$ cat config.mk
export PLATFORM = sky130hd
export DESIGN_NAME = return_address_stack
export DESIGN_NICKNAME = d
export VERILOG_FILES = /design/src/rtl/return_address_stack.sv
export SDC_FILE = /design/constraint.sdc
export NUM_CORES = 1
export LEC_CHECK = 0
export ABC_CLOCK_PERIOD_IN_PS = 4000
export CORE_MARGIN = 2
export CORE_UTILIZATION = 55
export DETAILED_ROUTE_END_ITERATION = 12
export MAX_ROUTING_LAYER = met4
export PLACE_DENSITY_LB_ADDON = 0.3
export REMOVE_ABC_BUFFERS = 1
export SLEW_MARGIN = 0
export SYNTH_ARGS = -nofsm -noshare
export SYNTH_HDL_FRONTEND = slang
export SYNTH_SLANG_ARGS = --single-unit
$ cat constraint.sdc
create_clock -name clk -period 4 [get_ports clk]
set_clock_uncertainty 0.15 [all_clocks]
set_input_delay 0.8 -clock clk [delete_from_list [all_inputs] [get_ports clk]]
set_output_delay 0.8 -clock clk [all_outputs]
set_load 0.05 [all_outputs]
$ cat src/rtl/return_address_stack.sv
// Return address stack: circular call/return predictor with one branch snapshot.
// Ports: clk, rst_n, stall, push/push_addr, pop, ckpt, recover -> top_addr, top_valid, branch_stack_recovery.
`ifndef ADDR_WIDTH
`define ADDR_WIDTH 32
`endif

module return_address_stack #(
  parameter int ADDR_WIDTH = `ADDR_WIDTH,
  parameter int DEPTH      = 8
) (
  input  logic                  clk,
  input  logic                  rst_n,
  input  logic                  stall,
  input  logic                  push,
  input  logic [ADDR_WIDTH-1:0] push_addr,
  input  logic                  pop,
  input  logic                  ckpt,
  input  logic                  recover,
  output logic [ADDR_WIDTH-1:0] top_addr,
  output logic                  top_valid,
  output logic [ADDR_WIDTH-1:0] branch_stack_recovery
);

  localparam int PW = $clog2(DEPTH);
  localparam int CW = $clog2(DEPTH + 1);
  localparam logic [CW-1:0] FULL = CW'(DEPTH);

  logic [ADDR_WIDTH-1:0] r_mem [DEPTH];
  logic [PW-1:0]         r_tos;
  logic [CW-1:0]         r_cnt;
  logic [PW-1:0]         r_s_tos;
  logic [CW-1:0]         r_s_cnt;
  logic [ADDR_WIDTH-1:0] r_s_top;

  logic          w_push;
  logic          w_pop;
  logic          w_ckpt;
  logic [PW-1:0] w_tos_inc;
  logic [PW-1:0] w_tos_dec;
  logic          w_empty;

  assign w_push    = push & ~stall;
  assign w_pop     = pop  & ~stall;
  assign w_ckpt    = ckpt & ~stall;
  assign w_tos_inc = r_tos + PW'(1);
  assign w_tos_dec = r_tos - PW'(1);
  assign w_empty   = (r_cnt == '0);

  assign top_valid             = ~w_empty;
  assign top_addr              = w_empty ? '0 : r_mem[r_tos];
  assign branch_stack_recovery = r_s_top;

  always_ff @(posedge clk or negedge rst_n) begin
    if (!rst_n) begin
      for (int i = 0; i < DEPTH; i++) r_mem[i] <= '0;
      r_tos   <= '0;
      r_cnt   <= '0;
      r_s_tos <= '0;
      r_s_cnt <= '0;
      r_s_top <= '0;
    end else if (recover) begin
      // Restoring the saved top entry repairs a slot a wrong-path
      // push may have clobbered; deeper slots are trusted as-is.
      r_tos          <= r_s_tos;
      r_cnt          <= r_s_cnt;
      r_mem[r_s_tos] <= r_s_top;
    end else begin
      if (w_ckpt) begin
        r_s_tos <= r_tos;
        r_s_cnt <= r_cnt;
        r_s_top <= r_mem[r_tos];
      end
      if (w_push && w_pop) begin
        // Call immediately after return: replace top in place.
        r_mem[r_tos] <= push_addr;
        if (w_empty) r_cnt <= CW'(1);
      end else if (w_push) begin
        // When full, the slot after tos is the oldest entry.
        r_tos            <= w_tos_inc;
        r_mem[w_tos_inc] <= push_addr;
        if (r_cnt != FULL) r_cnt <= r_cnt + CW'(1);
      end else if (w_pop && !w_empty) begin
        r_tos <= w_tos_dec;
        r_cnt <= r_cnt - CW'(1);
      end
    end
  end

endmodule

==> flow_summary.ini <==
[route]
routed_wirelength_mm = 63.9
viasPerCell = 7.33
wl_per_cell_um = 28.4
route.detailed.drc = 0
vias = 16501
ant_nets = 0
drtIter0Drc = 2114
firstDrtPassIters = 6

[die]
fp.dieH_um = 188
core.rowCount = 67
start_util = 0.557
num_io_pins = 104
core-area_mm2 = 0.0335
die_w_um = 188
die_area_mm2 = 0.0355

[critical_path]
slowest_delay_ns = 0.83
slowest_stage = dfrtp_4
crit_path_start_kind = register
cp_cell_sequence = mux2_2, a221o_1, a222oi_1, nor2_1, buf_4
r2r_end = r_mem[19]
rr_worst_depth = 8
worst-path-max-fanout = 41
critPathCaptureType = output port
path_class = register to output port
crit_arrival_ns = 2.94
r2r_start = r_tos[0]
r2r_slack_ns = 0.56
critPathRequiredTime_ns = 3.05

[clock_network]
cts_tree = yes
root_buffer = clkbuf_16
post_cts_buffers = 0
cts.clk_slew.worst_paths_ns = 0.06
cts_buffer_depth = 3
cts_num_sinks = 302
cts_buffers = 35
clk_latency_ns = 0.52
htree_levels = 2

[grt]
grt_max_degree = 99
grt_pass1_wl_mm = 99.6
grt.busiest_layer = met2
antenna_found_initial = 0
gr-usage-met2 = 0.562
overflow = 0
grtUsageMet1 = 0.473
grt_usage = 0.372
grt_pass1_vias = 16965
use_met3 = 0.0717

[yosys]
synth-seq-area-share = 0.405
ys_ff_latch = 302
syn_inst = 1771
synthFlopType = dfrtp_1
ys_async_sr_fraction = 1.00
syn_area_mm2 = 0.0187
ys_types = 79
synth.avg_cell_area_um2 = 10.5
synth_edf_count = 0
yosys_warnings = 0

[layout]
final_common_cell = dfrtp_1
register_area_mm2 = 0.00757
multi_input_area_mm2 = 0.0101
synthToLayoutAreaGrowth_pct = 15.1
antennaDiodeCount = 0
fill_cells = 2627
mostFrequentLayoutCells = dfrtp_1 (299), nor2_1 (141), mux2_2 (139), a221o_1 (100), a22o_1 (99)
nets = 1823
layout-drive-gt1-share = 0.230

[place]
gp_congestion = 0.876
dp_hpwl_mm = 36.9
numPortBuffers = 103

[timing]
finalCriticalPeriod_ns = 3.89
fmax_ghz = 0.257
grt_setup_unrepaired = no
hold_viol_final = 0
worst_slew_pin_slew_ns = 1.21
slew_headroom = 0.190
tns_ns = 0
fin_crit_sh = 0.973
setup_viol = 0
report.final.slew_viol_count = 0

[power_and_ir_drop]
power.density_mw_per_mm2 = 804
ir_drop_v = 0.000491
power.total_mw = 17.3
p_leak_nw = 9.27

[status]
status = completed

[flow_run]
drv_cap = 0

[hold_path]
hold_path.class = primary input to async pin
[layer usage]
layer	wire (µm)	share of wire
met5	0	0
met2	29100	0.45
met4	3610	0.056
met3	6620	0.10
met1	24600	0.39
[through the flow]
step	setup slack, ns	instance area (µm²)	std cells	util	hold slack [ns]
finish	0.107	21500	2250	0.642	0.0976
floorplan	-3.59	17700	1553	-	0.300
CTS	0.104	21500	2250	0.641	0.141
detailed placement	0.348	20400	2191	0.608	0.321
global route	0.0303	21500	2250	0.642	0.168
global placement	0.411	20400	2191	0.608	0.313
[area by class of cell]
cell class	count	share of cell area
repair buffers	190	0.0920
clock buffers	54	0.0493
multi-input cells	1209	0.471
flip-flops and latches	302	0.352
inverters	42	0.00733
well taps	448	0.0261
clock inverters	5	0.00262
[how the worst max path moves through the flow]
| stage | start | endpoint | depth (start not counted) |
|---|---|---|---|
| floorplan | r_tos[0] | r_mem[100] | 6 |
| finish | r_tos[2] | top_addr[6] | 5 |
| global route | r_tos[2] | top_addr[6] | 5 |
| global placement | push | r_mem[188] | 6 |
| CTS | r_tos[2] | top_addr[3] | 6 |
| detailed placement | push | r_mem[161] | 6 |
[registers in the layout, summed over array words and instances (netlist names)]
signal                 flops
r_mem                    256
branch_stack_recovery     32
r_cnt                      4
r_s_cnt                    4
r_s_tos                    3
r_tos                      3
[critical path: cells and delay by family (launching register included)]
family | cells | cell delay [ns]
mux | 1 | 0.43
flops | 1 | 0.83
buf+inv | 1 | 0.22
simple gates | 1 | 0.11
compound gates | 2 | 0.81
[cells in the mapped netlist, drive strengths merged (3+ instances only)]
cell type | number | area, µm²
a22oi | 9 | 67.6
o21a | 3 | 22.5
nand3b | 8 | 60.1
dfrtp | 302 | 7560
a31oi | 3 | 18.8
ha | 4 | 50.1
mux4 | 27 | 608
nor4 | 98 | 613
nor2 | 148 | 556
o32ai | 4 | 98.9
nand2 | 84 | 315
nand3 | 9 | 45.0
nand4 | 33 | 206
nor3 | 8 | 45.0
or3b | 7 | 61.3
nor3b | 5 | 42.5
o211ai | 34 | 255
nor2b | 40 | 250
a221oi | 17 | 149
mux2i | 37 | 370
o221ai | 34 | 298
a21oi | 47 | 235
inv | 41 | 154
mux2 | 247 | 2890
or2 | 3 | 18.8
o221a | 5 | 56.3
nand4b | 3 | 26.3
or3 | 3 | 18.8
o21ai | 5 | 25.0
nand2b | 38 | 238
buf | 108 | 592
a2bb2oi | 4 | 53.8
a22o | 99 | 867
o22a | 6 | 56.3
clkbuf | 110 | 413
o2bb2ai | 3 | 26.3
a221o | 100 | 1000
[where the power goes]
part	internal, mW	switching [mW]	leakage, nW
sequential	4.17	1.17	4.00
combinational	3.51	5.24	4.72
clock	1.88	1.31	0.545
[logic make-up (layout without fill, tap and decap cells)]
| family | Yosys count | after routing | share of synthesized area |
|---|---|---|---|
| flops | 302 | 302 | 0.405 |
| mux | 311 | 311 | 0.207 |
| buf+inv | 260 | 291 | 0.0622 |
| simple gates | 496 | 496 | 0.138 |
| xor+xnor | 3 | 3 | 0.00221 |
| fa+ha+maj | 4 | 4 | 0.00268 |
| compound gates | 395 | 395 | 0.184 |
[timing repair]
action / 4_1_cts / 5_1_grt
endpoints found under the setup margin: 0 / 1
gates resized for setup: 0 / 1
hold buffers: 0 / 0
Note: power is estimated with default switching activity, not from simulation.
